`src/rtl/int_ctrl_pkg.sv`:
```
// ============================================================================
// Module  : int_ctrl_pkg
// Brief   : Shared types and constants for the int_ctrl interrupt controller.
// Rev     : 1.0 - initial release
// ============================================================================
`default_nettype none

package int_ctrl_pkg;

    typedef enum logic [1:0] {
        ST_IDLE    = 2'd0,
        ST_REQ_INT = 2'd1,
        ST_REQ_NMI = 2'd2,
        ST_GAP     = 2'd3
    } state_e;

    localparam logic [5:0]  NMI_VEC      = 6'd62;
    localparam logic [5:0]  RESET_VEC    = 6'd63;
    localparam logic [15:0] IE_ADDR_DEF  = 16'h0000;
    localparam logic [15:0] IFG_ADDR_DEF = 16'h0002;
    localparam int          IDX_W        = 4;

endpackage

`default_nettype wire

```
`src/rtl/int_prio_enc.sv`:
```
// ============================================================================
// Module  : int_prio_enc
// Brief   : N-input priority encoder; highest set bit wins, with valid flag.
// Rev     : 1.0 - initial release
// ============================================================================
`default_nettype none

module int_prio_enc
    import int_ctrl_pkg::*;
#(
    parameter int N = 8
) (
    input  logic [N-1:0]     req_i,
    output logic [IDX_W-1:0] idx_o,
    output logic             valid_o
);

    // Ascending scan so the last (highest) set bit overwrites lower ones.
    always_comb begin
        idx_o   = '0;
        valid_o = 1'b0;
        for (int i = 0; i < N; i++) begin
            if (req_i[i]) begin
                idx_o   = IDX_W'(i);
                valid_o = 1'b1;
            end
        end
    end

endmodule

`default_nettype wire

```
`src/rtl/int_ctrl.sv`:
```
// ============================================================================
// Module  : int_ctrl
// Brief   : Edge-latched, maskable + NMI interrupt controller with IE/IFG
//           registers on the CPU bus. Optional input synchronizers are
//           enabled by defining INT_CTRL_SYNC_EN.
// Rev     : 1.0 - initial release
// ============================================================================
`default_nettype none

module int_ctrl
    import int_ctrl_pkg::*;
#(
    parameter int          N_SRC    = 8,
    parameter int          BASE_VEC = 48,
    parameter logic [15:0] IE_ADDR  = IE_ADDR_DEF,
    parameter logic [15:0] IFG_ADDR = IFG_ADDR_DEF
) (
    input  logic             MCLK,
    input  logic             reset,
    input  logic [N_SRC-1:0] irq_in,
    input  logic             nmi_in,
    input  logic [15:0]      MAB,
    input  logic [15:0]      MDBout,
    input  logic             MW,
    input  logic             BW,
    input  logic             INTACK,
    output logic             NMI,
    output logic             INT,
    output logic [5:0]       IntAddrLSBs,
    output logic [15:0]      rdata
);

    logic [N_SRC-1:0] w_irq_s;
    logic             w_nmi_s;

`ifdef INT_CTRL_SYNC_EN
    logic [N_SRC-1:0] irq_s1_q, irq_s2_q;
    logic             nmi_s1_q, nmi_s2_q;

    // Reset to ones so lines already high at reset do not look like edges.
    always_ff @(posedge MCLK) begin
        if (reset) begin
            irq_s1_q <= '1;
            irq_s2_q <= '1;
            nmi_s1_q <= 1'b1;
            nmi_s2_q <= 1'b1;
        end else begin
            irq_s1_q <= irq_in;
            irq_s2_q <= irq_s1_q;
            nmi_s1_q <= nmi_in;
            nmi_s2_q <= nmi_s1_q;
        end
    end

    assign w_irq_s = irq_s2_q;
    assign w_nmi_s = nmi_s2_q;
`else
    assign w_irq_s = irq_in;
    assign w_nmi_s = nmi_in;
`endif

    state_e           state_q, state_d;
    logic [5:0]       vec_q, vec_d;
    logic [IDX_W-1:0] idx_q, idx_d;
    logic [N_SRC-1:0] ie_q, ie_d;
    logic [N_SRC-1:0] ifg_q, ifg_d;
    logic [N_SRC-1:0] irq_prev_q;
    logic             nmi_prev_q;
    logic             nmi_pend_q, nmi_pend_d;

    logic [N_SRC-1:0] w_irq_edge;
    logic             w_nmi_edge;
    logic             w_wr_word, w_wr_byte;
    logic [1:0]       w_ie_we, w_ifg_we;
    logic [N_SRC-1:0] w_sel, w_ack_clr;
    logic             w_ack_int, w_ack_nmi, w_sel_ie;
    logic [IDX_W-1:0] w_win_idx;
    logic             w_win_vld;

    assign w_irq_edge = w_irq_s & ~irq_prev_q;
    assign w_nmi_edge = w_nmi_s & ~nmi_prev_q;

    assign w_wr_word = MW & ~BW;
    assign w_wr_byte = MW & BW;

    // Byte lanes: lane 0 is the low byte at addr, lane 1 the high byte at addr+1.
    assign w_ie_we[0]  = (w_wr_word & (MAB == IE_ADDR)) |
                         (w_wr_byte & (MAB[15:1] == IE_ADDR[15:1]) & ~MAB[0]);
    assign w_ie_we[1]  = (w_wr_word & (MAB == IE_ADDR)) |
                         (w_wr_byte & (MAB[15:1] == IE_ADDR[15:1]) & MAB[0]);
    assign w_ifg_we[0] = (w_wr_word & (MAB == IFG_ADDR)) |
                         (w_wr_byte & (MAB[15:1] == IFG_ADDR[15:1]) & ~MAB[0]);
    assign w_ifg_we[1] = (w_wr_word & (MAB == IFG_ADDR)) |
                         (w_wr_byte & (MAB[15:1] == IFG_ADDR[15:1]) & MAB[0]);

    assign w_ack_int = (state_q == ST_REQ_INT) & INTACK;
    assign w_ack_nmi = (state_q == ST_REQ_NMI) & INTACK;

    for (genvar i = 0; i < N_SRC; i++) begin : g_bits
        assign w_sel[i]     = (idx_q == IDX_W'(i));
        assign w_ack_clr[i] = w_sel[i] & w_ack_int;
        assign ie_d[i]      = w_ie_we[i / 8] ? MDBout[i] : ie_q[i];
        // Edge set is applied last so it wins over any clear in the same cycle.
        assign ifg_d[i]     = ((w_ifg_we[i / 8] ? MDBout[i] : ifg_q[i]) & ~w_ack_clr[i])
                              | w_irq_edge[i];
    end

    assign w_sel_ie   = |(ie_q & w_sel);
    assign nmi_pend_d = (nmi_pend_q & ~w_ack_nmi) | w_nmi_edge;

    int_prio_enc #(
        .N (N_SRC)
    ) u_prio (
        .req_i   (ifg_q & ie_q),
        .idx_o   (w_win_idx),
        .valid_o (w_win_vld)
    );

    always_ff @(posedge MCLK) begin
        if (reset) begin
            ie_q       <= '0;
            ifg_q      <= '0;
            nmi_pend_q <= 1'b0;
            irq_prev_q <= '1;
            nmi_prev_q <= 1'b1;
        end else begin
            ie_q       <= ie_d;
            ifg_q      <= ifg_d;
            nmi_pend_q <= nmi_pend_d;
            irq_prev_q <= w_irq_s;
            nmi_prev_q <= w_nmi_s;
        end
    end

    always_ff @(posedge MCLK) begin
        if (reset) begin
            state_q <= ST_IDLE;
            vec_q   <= '0;
            idx_q   <= '0;
        end else begin
            state_q <= state_d;
            vec_q   <= vec_d;
            idx_q   <= idx_d;
        end
    end

    // vec_q is only reloaded on entry to a request state, so it stays frozen.
    always_comb begin
        state_d = state_q;
        vec_d   = vec_q;
        idx_d   = idx_q;
        case (state_q)
            ST_IDLE: begin
                if (nmi_pend_q) begin
                    state_d = ST_REQ_NMI;
                    vec_d   = NMI_VEC;
                end else if (w_win_vld) begin
                    state_d = ST_REQ_INT;
                    idx_d   = w_win_idx;
                    vec_d   = 6'(BASE_VEC) + 6'(w_win_idx);
                end
            end
            ST_REQ_INT: begin
                if (INTACK) begin
                    state_d = ST_GAP;
                end else if (nmi_pend_q) begin
                    state_d = ST_REQ_NMI;
                    vec_d   = NMI_VEC;
                end else if (!w_sel_ie) begin
                    state_d = ST_IDLE;
                end
            end
            ST_REQ_NMI: begin
                if (INTACK) begin
                    state_d = ST_GAP;
                end
            end
            default: state_d = ST_IDLE;
        endcase
    end

    always_comb begin
        INT         = (state_q == ST_REQ_INT);
        NMI         = (state_q == ST_REQ_NMI);
        IntAddrLSBs = vec_q;
    end

    always_comb begin
        rdata = '0;
        if (MAB[15:1] == IE_ADDR[15:1]) begin
            rdata = 16'(ie_q);
        end else if (MAB[15:1] == IFG_ADDR[15:1]) begin
            rdata = 16'(ifg_q);
        end
    end

endmodule

`default_nettype wire

```
`config.mk`:
```
export PLATFORM = sky130hd
export DESIGN_NAME = int_ctrl
export DESIGN_NICKNAME = d
export VERILOG_FILES = /design/src/rtl/int_ctrl_pkg.sv /design/src/rtl/int_prio_enc.sv /design/src/rtl/int_ctrl.sv
export SDC_FILE = /design/constraint.sdc
export NUM_CORES = 1
export LEC_CHECK = 0
export CORE_MARGIN = 8
export CORE_UTILIZATION = 45
export DETAILED_ROUTE_END_ITERATION = 7
export GPL_ROUTABILITY_DRIVEN = 0
export PLACE_DENSITY = 0.83
export SLEW_MARGIN = 30
export SYNTH_ARGS = -nofsm -noshare
export SYNTH_HDL_FRONTEND = slang
export SYNTH_SLANG_ARGS = --single-unit
```
`constraint.sdc`:
```
create_clock -name MCLK -period 2.8 [get_ports MCLK]
set_input_delay 0.84 -clock MCLK [delete_from_list [all_inputs] [get_ports MCLK]]
set_output_delay 0.84 -clock MCLK [all_outputs]
set_load 0.005 [all_outputs]
```
==> impl_metrics.py <==
metrics = {
    "grt": {
        "grt_max_degree": 41,
        "grt_pass1_vias": 1780,
        "grt_use_total_pct": 15.40,
        "grt_pass1_wl_microns": 8155,
        "overflow": 0,
        "antenna_found_initial": 0,
    },
    "setup_path": {
        "crit_path_end_kind": "output pin",
        "cpMostUsedCell": "buf_6",
        "arrival_ns": 1.95,
        "path_cells": "dlygate4sd2_1, nor3_2, and4_1, buf_6, buf_6, a22o_1, buf_2",
        "critPathSlowestCell": "dlygate4sd2_1",
        "path_max_fanout": 7,
        "cp-start-kind": "input port",
        "slowest_delay_ns": 0.25,
        "path_class": "in -> out",
        "required_ns": 1.96,
    },
    "timing": {
        "hold_violations": 0,
        "fmax_mhz": 358.0,
        "rsz0062_at_grt": "true",
        "setup_viol": 0,
        "layout_min_cycle_time_ns": 2.793,
        "fin_crit_sh_pct": 99.75,
        "drv_slew": 0,
        "skew_ns": 0.01006,
    },
    "drt": {
        "via_per_inst": 5.625,
        "via_count": 1862,
        "firstDrtPassIters": 4,
        "ant_nets": 0,
        "wl_per_cell_microns": 15.55,
        "routed_wl_microns": 5146,
        "dr.first_iter.drc_count": 176,
        "drcViolationCount": 0,
    },
    "clock_network": {
        "cts_root_buf": "clkbuf_8",
        "insertion_delay_ns": 0.30,
        "cts_tree": "built",
        "cts_made_buffers": 5,
        "clkTransAtPathRegs_ns": 0.06,
        "clk_path_buf_depth": 2,
        "htreeDepth": 2,
        "clock-sinks": 36,
    },
    "finish": {
        "final_common_cell": "dfxtp_1",
        "drive_above_1_share_pct": 23.30,
        "post-route-util_pct": 59.44,
        "diodes": 0,
        "stdcell_area_sq_um": 2552,
        "final_cell_mix": "dfxtp_1 (36), clkdlybuf4s50_1 (29), nand2_1 (24)",
        "final_cells": 331,
        "finalNetCount": 325,
        "area_delta_synth_final_pct": 29.03,
    },
    "floorplan": {
        "core_area_sq_um": 4294,
        "die-area_sq_um": 6773,
        "io_pins": 70,
        "dieWidth_microns": 82.30,
        "rows": 24,
        "die_h_microns": 82.30,
        "initial_core_util_pct": 46.07,
    },
    "yosys": {
        "ys_warn_count": 0,
        "syn-cell-area_sq_um": 1978,
        "netlist_instances": 225,
        "postSynthAreaPerCell_sq_um": 8.792,
        "ys.flop_type": "dfxtp_1",
        "synth_edf_count": 0,
        "yosys.area.top_type_share_pct": 36.43,
        "yosysUniqueCellTypes": 46,
        "synth-seq-cells": 36,
        "synthArstFlopShare_pct": 0,
        "synth.area.top_cells": "dfxtp_1 (36%), a21oi_1 (5.3%), o211ai_2 (5.1%)",
        "seq_area_frac_synth_pct": 36.43,
        "synth_largest_area_cell": "dfxtp_1",
    },
    "placement": {
        "place.port_buffers": 52,
        "place_hpwl_microns": 3832,
        "placed_area_sq_um": 2464,
        "place_inst": 319,
    },
    "job": {
        "max_cap_violations": 0,
    },
    "outcome": {
        "outcome": "complete, no violations",
    },
    "pwr": {
        "ir_worst_vdd_mv": 0.3153,
        "p_per_area_nw_per_um2": 436.5,
        "p_leak_nw": 0.9884,
    },
    "hold_path": {
        "hold_path.class": "reg -> reg",
    },
}
[stage by stage]
step	setup TNS [ns]	total power [mW]	hold WS, ns	setup WS [ns]
3_5_place_dp	-5.528	0.7721	0.4758	-0.7064
4_1_cts	0	1.123	0.4919	0.002538
6_report	0	1.114	0.4871	0.007089
3_3_place_gp	-5.441	0.7680	0.4645	-0.6864
2_1_floorplan	0	0.6745	0.4642	0.2188
5_1_grt	-0.1600	1.171	0.5110	-0.06008
[Yosys cell counts, drive strengths merged, types with 2 or more instances]
library cell / number
and2: 2
nor2: 15
a31oi: 4
buf: 21
nand2b: 2
mux2i: 2
and4: 2
nand3b: 2
nand4: 10
nor2b: 5
nand3: 8
or2: 9
a22oi: 5
nor4: 3
o21ai: 9
o21a: 4
a32o: 2
dfxtp: 36
o211ai: 8
nor3: 2
nand2: 24
nor3b: 2
clkbuf: 3
o32ai: 2
a22o: 10
a21oi: 21
[where the power goes]
group	total [mW]	internal (mW)	leakage [nW]	switching (mW)
clock	0.353	0.168	0.0400	0.184
combinational	0.193	0.115	0.653	0.0780
sequential	0.569	0.542	0.295	0.0268
total	1.11	0.825	0.988	0.289
[cell families (layout without fill, tap and decap cells)]
family | count (synthesis) | in the layout | share of synthesized area [%]
AND/OR/NAND/NOR | 90 | 90 | 25.30
flip-flops | 36 | 36 | 36.43
AO/OA/AOI/OAI | 71 | 71 | 27.83
multiplexers | 2 | 2 | 1.012
buffers and inverters | 25 | 72 | 9.234
other | 1 | 8 | 0.1896
[final cells by class]
class,instances,area (sq um)
fillers,370,1742
clock buffers,5,68.82
flip-flops and latches,36,720.7
multi-input cells,171,1132
well taps,52,65.06
repair buffers,64,549.3
inverters,1,3.754
clock inverters,2,12.51
[critical path, delay by kind of cell]
family	cells	cell delay (ns)
buf+inv	4	0.59
compound gates	1	0.12
simple gates	2	0.40
[routing by layer]
layer	vias to the layer above	track usage (%)	wire, microns	share of wire [%]
met3	12	3.680	351	6.8
met2	62	25.14	2431	47
li1	920	-	-	-
met1	868	18.33	2247	44
met5	-	0	0	0
met4	0	8.070	116	2.3
[path summary, 6_finish.rpt]
| path | slack [ns] | start | endpoint | cells after the start |
|---|---|---|---|---|
| max reg2reg | 1.21 | ie_q[1] | IntAddrLSBs[2] | 4 |
| max | 0.007 | MAB[15] | rdata[1] | 7 |
| min | 0.49 | IntAddrLSBs[1] | IntAddrLSBs[1] | 1 |
| min reg2reg | 0.49 | IntAddrLSBs[1] | IntAddrLSBs[1] | 1 |
[flip-flops by register name, summed over array words and instances (netlist names)]
register / flops
ifg_q: 8
IntAddrLSBs: 5
nmi_pend_q: 1
nmi_prev_q: 1
state_q: 2
irq_prev_q: 8
ie_q: 8
idx_q: 3
[timing repair]
action	CTS	global route
endpoints found under the setup margin	8	6
pin swaps	10	5
gates resized for setup	84	3
buffers inserted	4	1
hold buffers	0	0
No activity file was read; power rests on OpenSTA's default activity.
